$ cat src/rtl/switch_bounce_generator.sv
// Bouncing mechanical contact emulator.
// Each change of target_level produces the new level on bounce_out, then
// 2*n toggles (n glitches back to the old level and recoveries), spaced by
// a gap drawn from a 16-bit Galois LFSR. The sequence always ends on the
// latched target level.
module switch_bounce_generator #(
    parameter int          MAX_BOUNCES   = 15,
    parameter int          MIN_INTERVAL  = 4,
    parameter int          INTERVAL_BITS = 6,
    parameter int          RANDOMIZE     = 1,
    parameter logic [15:0] LFSR_SEED     = 16'hACE1,
    parameter logic        INITIAL_LEVEL = 1'b0,
    localparam int         NB_W  = $clog2(MAX_BOUNCES + 1),
    localparam int         CNT_W = $clog2(2 * MAX_BOUNCES + 2)
) (
    input  logic             clock,
    input  logic             reset,
    input  logic             target_level,
    input  logic [NB_W-1:0]  num_bounces,
    output logic             bounce_out,
    output logic             busy,
    output logic             settled,
    output logic [CNT_W-1:0] bounce_count
);

    // Width of the "toggles still to emit" counter (holds 2*MAX_BOUNCES).
    localparam int REM_W  = $clog2(2 * MAX_BOUNCES + 1);
    // Width of the gap timer; it holds gap-1, largest gap is MIN + 2^BITS - 1.
    localparam int TMR_W  = $clog2(MIN_INTERVAL + (1 << INTERVAL_BITS));
    // Largest value the num_bounces port can carry.
    localparam int NB_MAX = (1 << NB_W) - 1;

    typedef enum logic {
        ST_IDLE,
        ST_BOUNCE
    } state_t;

    state_t             state_q;
    logic               bounce_q;
    logic               busy_q;
    logic               settled_q;
    logic [CNT_W-1:0]   count_q;
    logic [REM_W-1:0]   remaining_q;
    logic [TMR_W-1:0]   timer_q;
    logic [15:0]        lfsr_q;

    logic [15:0]        lfsr_d;
    logic [TMR_W-1:0]   reload_d;
    logic [NB_W-1:0]    n_clamped;

    // Galois LFSR step, polynomial x^16+x^14+x^13+x^11+1 (shift right).
    assign lfsr_d = {1'b0, lfsr_q[15:1]} ^ (lfsr_q[0] ? 16'hB400 : 16'h0000);

    // Timer reload value (gap-1) taken from the LFSR as it stands this cycle.
    if (RANDOMIZE != 0) begin : g_rand_gap
        assign reload_d = TMR_W'(MIN_INTERVAL - 1) + TMR_W'(lfsr_q[INTERVAL_BITS-1:0]);
    end else begin : g_fixed_gap
        assign reload_d = TMR_W'(MIN_INTERVAL - 1);
    end

    // Clamp the requested glitch count; only needed when the port can exceed it.
    if (NB_MAX > MAX_BOUNCES) begin : g_clamp
        assign n_clamped = (num_bounces > NB_W'(MAX_BOUNCES)) ? NB_W'(MAX_BOUNCES)
                                                              : num_bounces;
    end else begin : g_no_clamp
        assign n_clamped = num_bounces;
    end

    // Sequence FSM: start on a level mismatch, then toggle every gap cycles.
    // NOTE: every register here uses <= so all of them update together from
    // the pre-edge values; a blocking = would leak new values into later lines.
    always_ff @(posedge clock) begin
        if (reset) begin
            state_q     <= ST_IDLE;
            bounce_q    <= INITIAL_LEVEL;
            busy_q      <= 1'b0;
            settled_q   <= 1'b0;
            count_q     <= '0;
            remaining_q <= '0;
            timer_q     <= '0;
            lfsr_q      <= LFSR_SEED;
        end else begin
            lfsr_q    <= lfsr_d;
            settled_q <= 1'b0;
            case (state_q)
                ST_IDLE: begin
                    if (target_level != bounce_q) begin
                        bounce_q <= target_level;
                        count_q  <= CNT_W'(1);
                        if (n_clamped == '0) begin
                            settled_q <= 1'b1;
                        end else begin
                            remaining_q <= REM_W'({n_clamped, 1'b0});
                            timer_q     <= reload_d;
                            busy_q      <= 1'b1;
                            state_q     <= ST_BOUNCE;
                        end
                    end
                end
                ST_BOUNCE: begin
                    if (timer_q == '0) begin
                        bounce_q    <= ~bounce_q;
                        count_q     <= count_q + CNT_W'(1);
                        remaining_q <= remaining_q - REM_W'(1);
                        timer_q     <= reload_d;
                        if (remaining_q == REM_W'(1)) begin
                            state_q   <= ST_IDLE;
                            busy_q    <= 1'b0;
                            settled_q <= 1'b1;
                        end
                    end else begin
                        timer_q <= timer_q - TMR_W'(1);
                    end
                end
                default: state_q <= ST_IDLE;
            endcase
        end
    end

    assign bounce_out   = bounce_q;
    assign busy         = busy_q;
    assign settled      = settled_q;
    assign bounce_count = count_q;

endmodule

$ cat config.mk
export PLATFORM = sky130hd
export DESIGN_NAME = switch_bounce_generator
export DESIGN_NICKNAME = d
export VERILOG_FILES = /design/src/rtl/switch_bounce_generator.sv
export SDC_FILE = /design/constraint.sdc
export NUM_CORES = 1
export LEC_CHECK = 0
export ABC_AREA = 1
export ABC_CLOCK_PERIOD_IN_PS = 2200
export BUFFER_PORTS_ARGS = -buffer_cell sky130_fd_sc_hd__buf_2
export CORE_UTILIZATION = 45
export DETAILED_ROUTE_END_ITERATION = 8
export PLACE_DENSITY = 0.72
export SLEW_MARGIN = 20
export SYNTH_ARGS = -nofsm -noshare
export SYNTH_HDL_FRONTEND = slang
export SYNTH_SLANG_ARGS = --single-unit
$ cat constraint.sdc
create_clock -name clock -period 2.2 [get_ports clock]
set_clock_uncertainty 0.1 [all_clocks]
set_input_delay 0.22 -clock clock [delete_from_list [all_inputs] [get_ports clock]]
set_output_delay 0.22 -clock clock [all_outputs]
set_load 0.05 [all_outputs]
-- Word level (Yosys, flattened, before mapping)
Index checks and enable logic that the tools add are counted.
- input port bits: 7
- output and inout bits: 8
- flip-flop bits (word level): 37
- mux-type cells: 30
- reduce and logical (&&, ||, !) cells: 6
- add/sub/neg operators: 4
- bitwise gates (word level): 3
- equality and inequality tests: 6
- operators by type and width (operator ; count):
    5-bit two-way mux ; 5
    7-bit two-way mux ; 3
    5-bit one-hot mux with 2 select lines ; 2
    16-bit two-way mux ; 1
    15-bit by 16-bit bitwise XOR with 16-bit output ; 1
    1-bit two-way mux ; 14
    7-bit one-hot mux with 2 select lines ; 1
    1-bit one-hot mux with 2 select lines ; 4
    2-bit by 6-bit adder with 7-bit output, first input constant ; 1
    7-bit logical NOT ; 1
    7-bit by 1-bit subtractor with 7-bit output, second input constant ; 1
    5-bit by 1-bit adder with 5-bit output, second input constant ; 1
    5-bit by 1-bit == test with 1-bit output, second input constant ; 1
    5-bit by 1-bit subtractor with 5-bit output, second input constant ; 1
    4-bit logical NOT ; 1
    2-bit by 1-bit inequality test with 1-bit output, second input constant ; 2
    2-bit inequality test, second input constant ; 2
    2-bit AND reduction ; 2
    4-bit AND reduction ; 1
    3-bit AND reduction ; 1
    1-bit inverter ; 2
    1-bit inequality test ; 1

-- Longest topological paths before layout
- depth in word-level cells: 4
- depth in mapped cells: 11

-- Least setup slack after synthesis
OpenSTA, ideal clock, no wires.
- path type: flip-flop to flip-flop
- start point: register bounce_q, in the netlist bounce_out
- end point: register timer_q[2]
- library setup time: 0.132 ns
- arrival: 1.392 ns
- path buffers: 0
- data required time: 1.968 ns
- path slack: 0.576 ns
- clock period less this slack: 1.624 ns
- cell stages (with the launch flop): 10
- cell sequence: dfxtp_1 inv_1 nand2_1 nand3_2 nand2_4 inv_2 nand2_4 nand2_1 nand2_1 a21oi_2
- cells in the longest elaborated chain, start to end: 3
- RTL lines (item ; line ; text):
    start: declaration ; 39 ; logic bounce_q;
    start signal: assignment ; 88 ; bounce_q <= target_level;
    start signal: assignment ; 102 ; bounce_q <= ~bounce_q;
    1-bit inequality test ; 87 ; if (target_level != bounce_q) begin
    2-bit inequality test (no source line) ; -- ;
    2-bit AND reduction (no source line) ; -- ;
    end signal: assignment ; 94 ; timer_q <= reload_d;
    end signal: assignment ; 105 ; timer_q <= reload_d;
    end signal: assignment ; 112 ; timer_q <= timer_q - TMR_W'(1);
    end: declaration ; 44 ; logic [TMR_W-1:0] timer_q;
Every way passes these cells.
A chain may end at the register's enable or synchronous reset.

-- Worst setup path after layout
- start point: register timer_q[0]
- end point: register state_q
- cells in the longest elaborated chain, start to end: 3
- RTL lines (item ; line ; text):
    7-bit logical NOT ; 101 ; if (timer_q == '0) begin
    1-bit two-way mux ; 101 ;
    1-bit one-hot mux with 2 select lines ; 85 ; case (state_q)
    end signal: assignment ; 96 ; state_q <= ST_BOUNCE;
    end signal: assignment ; 107 ; state_q <= ST_IDLE;
    end signal: assignment ; 115 ; default: state_q <= ST_IDLE;
    end: declaration ; 38 ; state_t state_q;
Every way passes these cells.

==> impl_metrics.yaml <==
finish:
  num-nets-final: 282
  post-route-util: 0.533
  diodes: 0
  areaGrowthSynthToFinish_pct: 9.78
  final_area_um2: 2010
  stdcell_count: 318
  layout-drive-gt1-share: 0.159
drt:
  via_per_inst: 4.95
  ant_nets: 0
  wl_per_cell_um: 11.4
  drc_errors: 0
  drtPass1Iterations: 4
  drtIter0Drc: 120
  drt-total-wl_um: 3620
  vias: 1575
synthesis:
  synthMuxAreaShare: 0
  ys_types: 28
  synthesis.area_um2: 1830
  postSynthCellCount: 253
  async_flop_share: 0
  syn_avg_cell_area_um2: 7.23
  yosysWarnings: 0
  yosysTopAreaCellShare: 0.405
  mappedNetlistNets: 266
  seq_area_frac_synth: 0.405
  synthAdderAreaFrac: 0.0410
  synth.area.top_cells: "dfxtp_1 40%, nand2_1 11%, inv_1 6.6%, a21oi_1 5.7%, nor2_1 5.5%"
  yosys_most_used_dff: "dfxtp_1"
  synth_compound_area_frac: 0.116
  ys_ff_latch: 37
  synth_edf_count: 0
  synthSimpleGateAreaFrac: 0.308
  yosys.area.top_type: "dfxtp_1"
  synth_top_family_by_area: "simple AND/OR/NAND/NOR gates"
  synth-xor-area-share: 0.0287
clock_network:
  post_cts_buffers: 0
  cts_buffers: 5
  cts_resized: 0
  clkSinkCount: 37
  clk_latency_ps: 290
  cts_root_buf: "clkbuf_8"
  clockBufferDepth: 2
  htree_levels: 2
  path_clk_slew_ps: 70
  holdBufCountCts: 0
  cts_tree: "built"
global_routing:
  grt.met1_usage: 0.250
  grt_pass1_wl_um: 6090
  grt.busiest_layer: "met2"
  grt_pass1_vias: 1381
  track_usage: 0.186
  overflow: 0
  antenna_found_initial: 0
  use_met3: 0.0417
  grt_max_degree: 33
  grtUsageMet2: 0.283
worst_setup_path:
  path_cells: "inv_1 -> ha_1 -> inv_1 -> nor2_1 -> nand3_2 -> nor2_1 -> nand4_1 -> and3_1"
  crit_path_end_kind: "register"
  crit_family: "simple AND/OR/NAND/NOR gates"
  crit_fanout: 4
  path_buf_inv: 2
  crit_type: "reg -> reg"
  crit_required_ps: 2290
  rrSetupSlack_ps: 510
  cp_slowest_cell: "dfxtp_1"
  startpoint_type: "register"
  max_stage_delay_ps: 320
  arrival_ps: 1780
sta:
  hold_viol: 0
  fin_crit_ps: 1690
  setup_viol: 0
  fin_setup_tns_ps: 0
  rsz0062_at_grt: "false"
  slew_viol_final: 0
  period_share: 0.769
  max_freq_ghz: 0.591
  worst_pin_slew_ps: 606
  slew_headroom: 0.596
power:
  power_uw: 1860
  p_leak_uw: 0.000981
  ir_worst_vdd_mv: 0.507
  p_per_area_nw_per_um2: 927
floorplan:
  start_util: 0.485
  dieArea_um2: 4320
  fp.dieW_um: 65.8
  io_pins: 15
  core_area_um2: 3770
  die_height_um: 65.8
  fp-row-count: 22
job:
  cap_violations: 0
min_path:
  worstHoldPathType: "in -> reg"
outcome:
  status: "finished clean"
placed_design:
  placed_area_um2: 1920
  dp.cells: 310
  port_buffers: 14
  dp_hpwl_um: 2590
  gp_congestion: 0.831
worst reg2reg max path: stages (launching register included):
cell and delay, ps:
dfxtp_1 320, inv_1 110, ha_1 160, inv_1 40, nor2_1 100, nand3_2 130
nor2_1 290, nand4_1 180, and3_1 180
layer usage:
metal  vias to the layer above  routed length (µm)
met5                         -                   0
met4                         0                  63
met3                         8                 191
met2                        35                1570
met1                       698                1790
li1                        834                   -
cells in the mapped netlist (all sizes together), types with 3 or more instances:
cell type  number
ha              6
o21ai          15
a21oi          23
clkbuf          3
nor2           30
nand3          21
nand2          60
inv            36
buf             3
dfxtp          37
xor2            5
nand4           4
or2             4
final cells by class:
cell class | count | area, µm²
multi-input cells | 173 | 905
flip-flops and latches | 37 | 741
inverters | 37 | 139
well taps | 48 | 60.1
clock buffers | 5 | 68.8
clock inverters | 3 | 17.5
fillers | 353 | 1760
repair buffers | 15 | 77.6
worst paths after layout:
check	end	cells after the start	from
worst min-delay path	remaining_q[3]$_SDFFE_PP0P_	5	num_bounces[2]
worst max-delay path	state_q$_SDFF_PP0_	8	timer_q[0]$_SDFFE_PP0P_
worst min register to register	lfsr_q[6]$_SDFF_PP1_	1	lfsr_q[7]$_SDFF_PP1_
worst max register to register	state_q$_SDFF_PP0_	8	timer_q[0]$_SDFFE_PP0P_
power breakdown:
group / leakage (µW) / internal, µW / switching [µW] / total, µW
Combinational: 0.000631 / 195 / 398 / 593
Clock: 0.0000439 / 218 / 239 / 457
Sequential: 0.000306 / 749 / 62.0 / 811
Total: 0.000981 / 1160 / 699 / 1860
cells in the final DEF, fill, tap and decap left out, types with 4 or more instances in the layout:
cell,instances
ha_1,6
clkbuf_8,5
nand3_1,18
xor2_1,5
nand2_1,56
a21oi_1,21
inv_1,32
inv_2,4
nand4_1,4
or2_2,4
nor2_1,27
dfxtp_1,37
buf_2,14
o21ai_0,15
flip-flops by register name, summed over array words and instances, names as in the netlist:
register and count:
bounce_out 1, busy 1, timer_q 7, remaining_q 5, state_q 1, lfsr_q 16, settled 1, bounce_count 5
per-stage QoR:
stage / setup WS [ps] / hold WS, ps
2_1_floorplan: 576 / 227
3_3_place_gp: 525 / 291
3_5_place_dp: 518 / 294
4_1_cts: 501 / 172
5_1_grt: 372 / 205
6_report: 509 / 175
cells by family after synthesis:
logic type,count (synthesis)
AOI/OAI and AO/OA,40
xor gates and xnor gates,6
adders and majority gates,6
buffers and inverters,43
DFF,37
and+or+nand+nor,121
No activity file was read; power rests on OpenSTA's default activity.
